`config.mk`:
```
export PLATFORM = sky130hd
export DESIGN_NAME = geofence_frame_loader_flat
export DESIGN_NICKNAME = d
export VERILOG_FILES = /design/src/rtl/geofence_pkg.sv /design/src/rtl/geofence_frame_loader_if.sv /design/src/rtl/geofence_pt_bank.sv /design/src/rtl/geofence_frame_loader.sv /design/src/flat_wrapper.sv
export SDC_FILE = /design/constraint.sdc
export NUM_CORES = 1
export LEC_CHECK = 0
export ABC_AREA = 1
export BUFFER_PORTS_ARGS = -buffer_cell sky130_fd_sc_hd__buf_4
export CORE_MARGIN = 1
export CORE_UTILIZATION = 60
export CTS_BUF_LIST = sky130_fd_sc_hd__clkbuf_4
export CTS_CLUSTER_SIZE = 10
export DETAILED_ROUTE_END_ITERATION = 16
export HOLD_SLACK_MARGIN = 0.03
export PLACE_DENSITY_LB_ADDON = 0.25
export SYNTH_ARGS = -nofsm -noshare
export SYNTH_HDL_FRONTEND = slang
export SYNTH_SLANG_ARGS = --single-unit
```
`constraint.sdc`:
```
create_clock -name clk -period 4.95 [get_ports clk]
set_input_delay 0.99 -clock clk [delete_from_list [all_inputs] [get_ports clk]]
set_output_delay 0.99 -clock clk [all_outputs]
set_load 0.01 [all_outputs]
```
`src/rtl/geofence_pkg.sv`:
```
// Shared types and sizes for the geofence frame loader.
// A frame is one object point followed by the six fence vertices.
package geofence_pkg;

    localparam int unsigned W     = 10;
    localparam int unsigned NPTS  = 7;
    localparam int unsigned ID_W  = 8;
    localparam int unsigned IDX_W = $clog2(NPTS);

    typedef struct packed {
        logic [W-1:0] x;
        logic [W-1:0] y;
    } point_t;

    typedef enum logic [1:0] {
        StHold,
        StBurst,
        StWait
    } state_e;

endpackage

```
`src/rtl/geofence_frame_loader_if.sv`:
```
// Point stream, engine bus and result signals of the geofence frame loader.
// The slave modport is the loader; the master modport is its environment.
interface geofence_frame_loader_if;
    import geofence_pkg::*;

    logic            in_valid;
    logic            in_ready;
    logic [W-1:0]    in_x;
    logic [W-1:0]    in_y;
    logic            eng_reset;
    logic [W-1:0]    eng_x;
    logic [W-1:0]    eng_y;
    logic            eng_valid;
    logic            eng_inside;
    logic            res_valid;
    logic            res_inside;
    logic [ID_W-1:0] res_id;
    logic            res_err;
    logic            busy;

    modport slave (
        input  in_valid, in_x, in_y, eng_valid, eng_inside,
        output in_ready, eng_reset, eng_x, eng_y, res_valid, res_inside, res_id, res_err, busy
    );

    modport master (
        output in_valid, in_x, in_y, eng_valid, eng_inside,
        input  in_ready, eng_reset, eng_x, eng_y, res_valid, res_inside, res_id, res_err, busy
    );

endinterface

```
`src/rtl/geofence_pt_bank.sv`:
```
// Two-bank ping-pong point store. Writes fill the write bank in order and flip
// banks on the last point; the reader frees its bank and flips when done.
module geofence_pt_bank
    import geofence_pkg::*;
(
    input  logic             clk,
    input  logic             reset,
    input  logic             wr_en,
    input  point_t           wr_pt,
    output logic             wr_full,
    input  logic [IDX_W-1:0] rd_idx,
    input  logic             rd_free,
    output point_t           rd_pt,
    output logic             rd_full
);
    localparam logic [IDX_W-1:0] LastIdx = IDX_W'(NPTS - 1);

    point_t           mem [2][NPTS];
    logic [1:0]       full_q;
    logic             wr_ptr_q;
    logic             rd_ptr_q;
    logic [IDX_W-1:0] fill_q;

    // A free and a final write on the same edge always target different banks.
    always_ff @(posedge clk) begin
        if (reset) begin
            full_q   <= '0;
            wr_ptr_q <= 1'b0;
            rd_ptr_q <= 1'b0;
            fill_q   <= '0;
        end else begin
            if (wr_en) begin
                if (fill_q == LastIdx) begin
                    fill_q           <= '0;
                    full_q[wr_ptr_q] <= 1'b1;
                    wr_ptr_q         <= ~wr_ptr_q;
                end else begin
                    fill_q <= fill_q + IDX_W'(1);
                end
            end
            if (rd_free) begin
                full_q[rd_ptr_q] <= 1'b0;
                rd_ptr_q         <= ~rd_ptr_q;
            end
        end
    end

    always_ff @(posedge clk) begin
        if (wr_en) begin
            mem[wr_ptr_q][fill_q] <= wr_pt;
        end
    end

    assign wr_full = full_q[wr_ptr_q];
    assign rd_full = full_q[rd_ptr_q];
    assign rd_pt   = mem[rd_ptr_q][rd_idx];

endmodule

```
`src/rtl/geofence_frame_loader.sv`:
```
// Buffers 7-point frames and replays each as a single burst to the geofence engine.
// Define GEOFENCE_TIMEOUT_EN to add the engine watchdog (res_err); otherwise res_err is 0.
module geofence_frame_loader
    import geofence_pkg::*;
#(
    parameter int unsigned TIMEOUT = 64
) (
    input logic                    clk,
    input logic                    reset,
    geofence_frame_loader_if.slave ifc
);
    localparam logic [IDX_W-1:0] LastIdx = IDX_W'(NPTS - 1);

    if (NPTS != 7) begin : g_npts_check
        $error("geofence_frame_loader: NPTS is fixed at 7 by the engine");
    end

    state_e           state_q, state_d;
    logic [IDX_W-1:0] idx_q, idx_d;
    logic             eng_reset_q, eng_reset_d;
    point_t           eng_pt_q, eng_pt_d;
    logic             res_valid_q, res_valid_d;
    logic             res_inside_q, res_inside_d;
    logic [ID_W-1:0]  res_id_q, res_id_d;
    logic [ID_W-1:0]  frame_id_q, frame_id_d;
    logic             wr_en, wr_full, rd_full, rd_free;
    point_t           rd_pt;

`ifdef GEOFENCE_TIMEOUT_EN
    localparam int unsigned TmrW = $clog2(TIMEOUT + 1);
    logic [TmrW-1:0] timer_q, timer_d;
    logic            res_err_q, res_err_d;
`endif

    assign ifc.in_ready = !reset && !wr_full;
    assign wr_en        = ifc.in_valid && ifc.in_ready;

    geofence_pt_bank u_bank (
        .clk     (clk),
        .reset   (reset),
        .wr_en   (wr_en),
        .wr_pt   ('{x: ifc.in_x, y: ifc.in_y}),
        .wr_full (wr_full),
        .rd_idx  (idx_q),
        .rd_free (rd_free),
        .rd_pt   (rd_pt),
        .rd_full (rd_full)
    );

    // idx_q is the next point to drive; it rests at 0 in HOLD so point0 is on the read port.
    always_comb begin
        state_d      = state_q;
        idx_d        = idx_q;
        eng_reset_d  = eng_reset_q;
        eng_pt_d     = eng_pt_q;
        res_valid_d  = 1'b0;
        res_inside_d = res_inside_q;
        res_id_d     = res_id_q;
        frame_id_d   = frame_id_q;
        rd_free      = 1'b0;
`ifdef GEOFENCE_TIMEOUT_EN
        timer_d      = '0;
        res_err_d    = res_err_q;
`endif
        unique case (state_q)
            StHold: begin
                if (rd_full) begin
                    eng_reset_d = 1'b0;
                    eng_pt_d    = rd_pt;
                    idx_d       = IDX_W'(1);
                    state_d     = StBurst;
                end
            end
            StBurst: begin
                eng_pt_d = rd_pt;
                if (idx_q == LastIdx) begin
                    rd_free = 1'b1;
                    idx_d   = '0;
                    state_d = StWait;
                end else begin
                    idx_d = idx_q + IDX_W'(1);
                end
            end
            StWait: begin
                if (ifc.eng_valid) begin
                    res_valid_d  = 1'b1;
                    res_inside_d = ifc.eng_inside;
                    res_id_d     = frame_id_q;
                    frame_id_d   = frame_id_q + ID_W'(1);
                    eng_reset_d  = 1'b1;
                    state_d      = StHold;
`ifdef GEOFENCE_TIMEOUT_EN
                    res_err_d    = 1'b0;
`endif
                end
`ifdef GEOFENCE_TIMEOUT_EN
                else if (timer_q == TmrW'(TIMEOUT - 1)) begin
                    res_valid_d  = 1'b1;
                    res_inside_d = 1'b0;
                    res_err_d    = 1'b1;
                    res_id_d     = frame_id_q;
                    frame_id_d   = frame_id_q + ID_W'(1);
                    eng_reset_d  = 1'b1;
                    state_d      = StHold;
                end else begin
                    timer_d = timer_q + TmrW'(1);
                end
`endif
            end
            default: state_d = StHold;
        endcase
    end

    always_ff @(posedge clk) begin
        if (reset) begin
            state_q      <= StHold;
            idx_q        <= '0;
            eng_reset_q  <= 1'b1;
            eng_pt_q     <= '0;
            res_valid_q  <= 1'b0;
            res_inside_q <= 1'b0;
            res_id_q     <= '0;
            frame_id_q   <= '0;
        end else begin
            state_q      <= state_d;
            idx_q        <= idx_d;
            eng_reset_q  <= eng_reset_d;
            eng_pt_q     <= eng_pt_d;
            res_valid_q  <= res_valid_d;
            res_inside_q <= res_inside_d;
            res_id_q     <= res_id_d;
            frame_id_q   <= frame_id_d;
        end
    end

`ifdef GEOFENCE_TIMEOUT_EN
    always_ff @(posedge clk) begin
        if (reset) begin
            timer_q   <= '0;
            res_err_q <= 1'b0;
        end else begin
            timer_q   <= timer_d;
            res_err_q <= res_err_d;
        end
    end
    assign ifc.res_err = res_err_q;
`else
    assign ifc.res_err = 1'b0;
`endif

    assign ifc.eng_reset  = eng_reset_q;
    assign ifc.eng_x      = eng_pt_q.x;
    assign ifc.eng_y      = eng_pt_q.y;
    assign ifc.res_valid  = res_valid_q;
    assign ifc.res_inside = res_inside_q;
    assign ifc.res_id     = res_id_q;
    assign ifc.busy       = (state_q != StHold);

endmodule

```
`src/flat_wrapper.sv`:
```
// flat-port wrapper written by rule: the top's interface ports become plain ports
module geofence_frame_loader_flat import geofence_pkg::*;
#(
    parameter int unsigned TIMEOUT = 64
)
  (clk, reset, ifc_in_valid, ifc_in_x, ifc_in_y, ifc_eng_valid, ifc_eng_inside, ifc_in_ready, ifc_eng_reset, ifc_eng_x, ifc_eng_y, ifc_res_valid, ifc_res_inside, ifc_res_id, ifc_res_err, ifc_busy);
  geofence_frame_loader_if ifc_i ();
  input logic clk;
  input logic reset;
  input wire logic [$bits(ifc_i.in_valid)-1:0] ifc_in_valid;
  input wire logic [$bits(ifc_i.in_x)-1:0] ifc_in_x;
  input wire logic [$bits(ifc_i.in_y)-1:0] ifc_in_y;
  input wire logic [$bits(ifc_i.eng_valid)-1:0] ifc_eng_valid;
  input wire logic [$bits(ifc_i.eng_inside)-1:0] ifc_eng_inside;
  output wire logic [$bits(ifc_i.in_ready)-1:0] ifc_in_ready;
  output wire logic [$bits(ifc_i.eng_reset)-1:0] ifc_eng_reset;
  output wire logic [$bits(ifc_i.eng_x)-1:0] ifc_eng_x;
  output wire logic [$bits(ifc_i.eng_y)-1:0] ifc_eng_y;
  output wire logic [$bits(ifc_i.res_valid)-1:0] ifc_res_valid;
  output wire logic [$bits(ifc_i.res_inside)-1:0] ifc_res_inside;
  output wire logic [$bits(ifc_i.res_id)-1:0] ifc_res_id;
  output wire logic [$bits(ifc_i.res_err)-1:0] ifc_res_err;
  output wire logic [$bits(ifc_i.busy)-1:0] ifc_busy;
  assign ifc_i.in_valid = ifc_in_valid;
  assign ifc_i.in_x = ifc_in_x;
  assign ifc_i.in_y = ifc_in_y;
  assign ifc_i.eng_valid = ifc_eng_valid;
  assign ifc_i.eng_inside = ifc_eng_inside;
  assign ifc_in_ready = ifc_i.in_ready;
  assign ifc_eng_reset = ifc_i.eng_reset;
  assign ifc_eng_x = ifc_i.eng_x;
  assign ifc_eng_y = ifc_i.eng_y;
  assign ifc_res_valid = ifc_i.res_valid;
  assign ifc_res_inside = ifc_i.res_inside;
  assign ifc_res_id = ifc_i.res_id;
  assign ifc_res_err = ifc_i.res_err;
  assign ifc_busy = ifc_i.busy;
  geofence_frame_loader #(.TIMEOUT(TIMEOUT)) u_core (.clk(clk), .reset(reset), .ifc(ifc_i));
endmodule
```
Yosys cells after proc, flatten, opt, wreduce, memory -nomap -nowiden
Memory sizes are Yosys's and may differ from the RTL's. A register that Yosys moved wholly into a read port is not among the register bits.
Cells that the tools add are included.
{"block": "word_totals", "ram_bits": 280, "mem_count": 1, "input_bits": 25, "register_bits": 51, "wordCells": 93, "out_inout_bits": 34}
{"block": "classes", "eq_ne": 7, "muxes": 37, "bitwise_logic": 8, "addsub": 3, "magnitude_cmp": 7, "n_reduce_logical": 17}
{"memory": "u_core.u_bank.mem", "words": 2, "word_bits": 140, "read_ports": 1, "rd_clocked_by_memory_dff": 1, "write_ports": 1, "line": "geofence_pt_bank.sv:18", "rtl": "point_t mem [2][NPTS];"}
{"op": "two-way mux 140 bit", "n": 1}
{"op": "two-way mux 20 bit", "n": 4}
{"op": "binary-select mux 20 bit (select 3 bit)", "n": 1}
{"op": "demux 20 bit (select 3 bit)", "n": 1}
{"op": "one-hot mux 20 bit (2 select lines)", "n": 1}
{"op": "two-way mux 1 bit", "n": 14}
{"op": "two-way mux 2 bit", "n": 7}
{"op": "two-way mux 3 bit", "n": 3}
{"op": "adder 8 x 1 -> 8 bit (second input constant)", "n": 1}
{"op": "greater-or-equal comparator 4 bit (second input constant)", "n": 2}
{"op": "inverter 3 -> 4 bit", "n": 2}
{"op": "adder 3 x 1 -> 3 bit (second input constant)", "n": 2}
{"op": "== test 3 bit (second input constant)", "n": 2}
{"op": "one-hot mux 2 bit (3 select lines)", "n": 1}
{"op": "one-hot mux 3 bit (2 select lines)", "n": 1}
{"op": "AND reduction 2 bit", "n": 3}
{"op": "AND reduction 3 bit", "n": 2}
{"op": "nonzero test 2 bit", "n": 3}
{"op": "logical AND 1 bit", "n": 5}
{"op": "< comparator 1 x 2 -> 1 bit (second input constant)", "n": 2}
{"op": "< comparator 4 x 1 -> 1 bit (second input constant)", "n": 1}
{"op": "!= test 2 x 1 -> 1 bit (second input constant)", "n": 2}
{"op": "inverter 1 bit", "n": 3}
{"op": "bitwise AND 2 bit", "n": 1}
{"op": "other kinds (11)", "n": 14}

Depth between registers and ports, before layout
{"block": "depth", "ltp_word": 10, "depth_mapped": 11, "mapped_depth_nobuf": 10}

Cells and area by module
A second synthesis with hierarchy kept.
{"block": "unflattened", "hier_cells": 1462, "hier_area_um2": 14256.2}
{"mod": "geofence_pt_bank", "area_per_inst_um2": 12607.1, "cells_each": 1255, "instances": 1}
{"mod": "geofence_frame_loader", "area_per_inst_um2": 1649.1, "cells_each": 207, "instances": 1}

Worst setup path after synthesis
No wires, ideal clock.
{"block": "synth_timing", "path_kind": "in2reg", "startpoint": "input port reset", "endpoint": "memory u_core.u_bank.mem[0][20] (netlist bit), enable pin", "path_stages": 7, "n_path_buf": 0, "slack_ns": 1.978, "t_arrival_ns": 2.576, "cell_sequence": "inv_1 -> nand2_1 -> a21oi_2 -> nand2_2 -> nor2_1 -> nand3_1 -> nor2_1"}
{"block": "synth_between", "elab_chain_cells": 5}
{"element": "start, declared", "line": "flat_wrapper.sv:9", "rtl": "input logic reset;"}
{"element": "zero test 1 bit", "line": "geofence_frame_loader.sv:35", "rtl": "assign ifc.in_ready = !reset && !wr_full;"}
{"element": "logical AND 1 bit", "line": "geofence_frame_loader.sv:35"}
{"element": "net ifc_in_ready", "line": "flat_wrapper.sv:15", "rtl": "output wire logic [$bits(ifc_i.in_ready)-1:0] ifc_in_ready;"}
{"element": "logical AND 1 bit", "line": "geofence_frame_loader.sv:36", "rtl": "assign wr_en = ifc.in_valid && ifc.in_ready;"}
{"element": "two-way mux 1 bit", "line": "geofence_pt_bank.sv:49", "rtl": "if (wr_en) begin"}
{"element": "two-way mux 140 bit (implied by the code)", "line": "geofence_pt_bank.sv:50", "rtl": "mem[wr_ptr_q][fill_q] <= wr_pt;"}
{"element": "end, declared", "line": "geofence_pt_bank.sv:18"}
The timed path passes the listed nets, and every way through them passes these cells.

Worst setup path in the final report
{"block": "layout_timing", "startpoint": "register u_core.u_bank.wr_ptr_q", "endpoint": "memory u_core.u_bank.mem[1][52] (netlist bit), enable pin"}
{"block": "layout_between", "elab_chain_cells": 7}
{"element": "start, declared", "line": "geofence_pt_bank.sv:20", "rtl": "logic wr_ptr_q;"}
{"element": "start signal, assigned", "line": "geofence_pt_bank.sv:36", "rtl": "wr_ptr_q <= ~wr_ptr_q;"}
{"element": "two-way mux 1 bit (implied by the code) (2 in series)", "line": "geofence_pt_bank.sv:54", "rtl": "assign wr_full = full_q[wr_ptr_q];"}
{"element": "zero test 1 bit", "line": "geofence_frame_loader.sv:35"}
{"element": "logical AND 1 bit", "line": "geofence_frame_loader.sv:35"}
{"element": "logical AND 1 bit", "line": "geofence_frame_loader.sv:36"}
{"element": "two-way mux 1 bit", "line": "geofence_pt_bank.sv:49"}
{"element": "two-way mux 140 bit (implied by the code)", "line": "geofence_pt_bank.sv:50"}
Parallel ways exist; a longest one is shown, timed or not. The select of a mux whose other input is x is not followed.

==> results.sh <==
export IMPL_synthFlopType="edfxtp_1"
export IMPL_nNetsFinal=1631
export IMPL_grt_ovfl_total=0
export IMPL_cap_viol_max_count=0
export IMPL_yosys_area_top_type="edfxtp_1"
export IMPL_use_met3=0.06231
export IMPL_cts_tree="done"
export IMPL_drt_total_wl_mm=31.99
export IMPL_post_route_util=0.6816
export IMPL_peakVddDrop_mv=0.2203
export IMPL_ctsResizeCount=0
export IMPL_criticalPathCategory="reg2reg"
export IMPL_place_hpwl_mm=19.65
export IMPL_die_area_mm2=0.02455
export IMPL_cts_setup_buffers=0
export IMPL_synth_cell_type_count=27
export IMPL_drive_gt1_frac=0.1349
export IMPL_r2r_setup_slack_ns=1.85
export IMPL_cts_root_buf="clkbuf_4"
export IMPL_grtUsageTotal=0.2704
export IMPL_detail_route_antenna_nets=0
export IMPL_syn_area_mm2=0.01435
export IMPL_grt_max_degree=88
export IMPL_setup_violations=0
export IMPL_fillers=1846
export IMPL_clkTransAtPathRegs_ns=0.07
export IMPL_htree_levels=3
export IMPL_yosys_warnings=0
export IMPL_synth_most_common_cell="nand2_1"
export IMPL_worstSetupStartpointType="flop"
export IMPL_skew_ns=0.03537
export IMPL_routedWlPerCell_um=16.03
export IMPL_ctsHoldBuffers=0
export IMPL_gp_congestion=0.8637
export IMPL_status="completed"
export IMPL_via_count=10226
export IMPL_critPathCaptureType="flop"
export IMPL_area_growth_synth_to_final_pct=11.46
export IMPL_hold_viol_final=0
export IMPL_cts_buffers=84
export IMPL_rsz0062_at_grt="false"
export IMPL_gr_usage_met1=0.3648
export IMPL_synth_nets=1546
export IMPL_placed_cells=1838
export IMPL_period_share=0.6257
export IMPL_final_cells=1995
export IMPL_cp_num_buf_inv=1
export IMPL_critPathMaxFanout=20
export IMPL_cp_slowest_cell="nor2_2"
export IMPL_p_leak_uw=0.007202
export IMPL_drt_iter0_drc=1069
export IMPL_crit_path_cell_trace="inv_2 > a21oi_2 > nand2_2 > nor2_1 > nand3_1 > nor2_2"
export IMPL_clk_latency_ns=0.72
export IMPL_io_pins=59
export IMPL_rows=56
export IMPL_vias_per_cell=5.126
export IMPL_grt_busiest_layer="met2"
export IMPL_syn_avg_cell_area_um2=9.443
export IMPL_synth_top_cells_by_area="edfxtp_1 (59%), nand2_1 (13%), inv_1 (7.9%)"
export IMPL_grt_antenna_before_repair=1
export IMPL_synth_edf_count=280
export IMPL_worstPathRequired_ns=5.25
export IMPL_cp_data_arrival_time_ns=3.40
export IMPL_fp_dieH_um=156.7
export IMPL_hold_class="reg2reg"
export IMPL_async_flop_share=0
export IMPL_powerDensity_mw_per_mm2=345.3
export IMPL_setup_tns_ns=0
export IMPL_start_util=0.6115
export IMPL_ys_seq_area_frac=0.6583
export IMPL_final_max_slew_viol_count=0
export IMPL_crit_family="simple AND/OR/NAND/NOR gates"
export IMPL_drt_first_pass_iters=6
export IMPL_met2_usage=0.4184
export IMPL_crit_path_max_incr_delay_ns=0.90
export IMPL_io_buffer_count=57
export IMPL_cts_buffer_depth=3
export IMPL_fin_crit_ns=3.097
export IMPL_die_width_um=156.7
export IMPL_synth_commonest_cells="nand2_1 (502), inv_1 (303), edfxtp_1 (280)"
export IMPL_netlist_instances=1520
export IMPL_synth_top_cell_area_share=0.5858
export IMPL_drc_errors=0
export IMPL_power_uw=5524
export IMPL_grt_pass1_wl_mm=49.16
export IMPL_ys_seq_elements=332
export IMPL_worst_pin_slew_ns=1.145
export IMPL_coreArea_mm2=0.02347
export IMPL_slew_headroom=0.2358
export IMPL_clock_fmax_mhz=322.9
export IMPL_numClockSinks=332
export IMPL_grt_pass1_vias=9513
## per-stage QoR
| step | cell area (µm²) | setup WS (ns) | hold slack, ns |
|---|---|---|---|
| CTS | 16000 | 1.902 | 0.4625 |
| floorplan | 14350 | 1.978 | 0.4432 |
| global placement | 14880 | 1.405 | 0.4401 |
| global route | 16000 | 1.722 | 0.4884 |
| detailed placement | 14880 | 1.261 | 0.4457 |
| finish | 16000 | 1.853 | 0.4550 |
## layer usage
metal | vias to the layer above | wire length (µm)
met5 | - | 0
met2 | 431 | 14750
met1 | 4736 | 13510
met4 | 0 | 954
met3 | 83 | 2772
li1 | 4976 | -
## worst min-delay path: stages (launching register included)
cell and delay, ns:
dfxtp_1 0.33, nand2_1 0.05, o21ai_0 0.05
## power by group
part	internal, µW	switching (µW)	total, µW	leakage, µW
registers	3040	3.55	3040	0.00294
clock network	1280	1100	2370	0.000674
logic	25.6	83.7	109	0.00358
total	4340	1180	5520	0.00720
## kinds of logic after synthesis
| family | synth area share |
|---|---|
| DFF | 0.6583 |
| adders and majority gates | 0.0008715 |
| buffers and inverters | 0.1083 |
| and+or+nand+nor | 0.2106 |
| other | 0.0002613 |
| AOI/OAI and AO/OA | 0.02171 |
## cell type report
cell class              instances  area, µm²  area share
diodes                          1      2.502   0.0001564
clock buffers                 126      945.9     0.05912
clock inverters                30      171.4     0.01071
inverters                     312       1172     0.07328
multi-input cells             812       3381      0.2113
flip-flops and latches        332       9454      0.5909
well taps                     319      399.1     0.02495
repair buffers                 63      473.0     0.02956
## registers in the layout, summed over array words and instances, names as in the netlist, named ones only
name                    cells
u_core.ifc.eng_x           10
u_core.ifc.eng_reset        1
u_core.frame_id_q           8
u_core.u_bank.full_q        2
u_core.ifc.res_id           8
u_core.ifc.res_inside       1
u_core.idx_q                3
u_core.ifc.eng_y           10
u_core.ifc.res_valid        1
u_core.u_bank.wr_ptr_q      1
u_core.u_bank.rd_ptr_q      1
u_core.u_bank.fill_q        3
u_core.u_bank.mem         280
u_core.state_q              2
## layout by cell type (no fill, tap or decap), drive strengths merged, types with 2 or more instances in the layout
master / count
inv: 314
buf: 63
o21ai: 20
edfxtp: 280
nand3: 150
a21oi: 37
dfxtp: 52
clkinv: 26
bufinv: 2
nand2: 503
clkbuf: 126
nor3: 4
nor2: 92
## worst paths after layout
| kind | from | to | depth (start not counted) |
|---|---|---|---|
| worst min register to register | u_core.ifc.res_id[3] | u_core.ifc.res_id[3] | 2 |
| worst max register to register | u_core.u_bank.wr_ptr_q | u_core.u_bank.mem[1][52] | 6 |
| worst min-delay path | u_core.ifc.res_id[3] | u_core.ifc.res_id[3] | 2 |
| worst max-delay path | u_core.u_bank.wr_ptr_q | u_core.u_bank.mem[1][52] | 6 |
No activity file was read; power rests on OpenSTA's default activity.
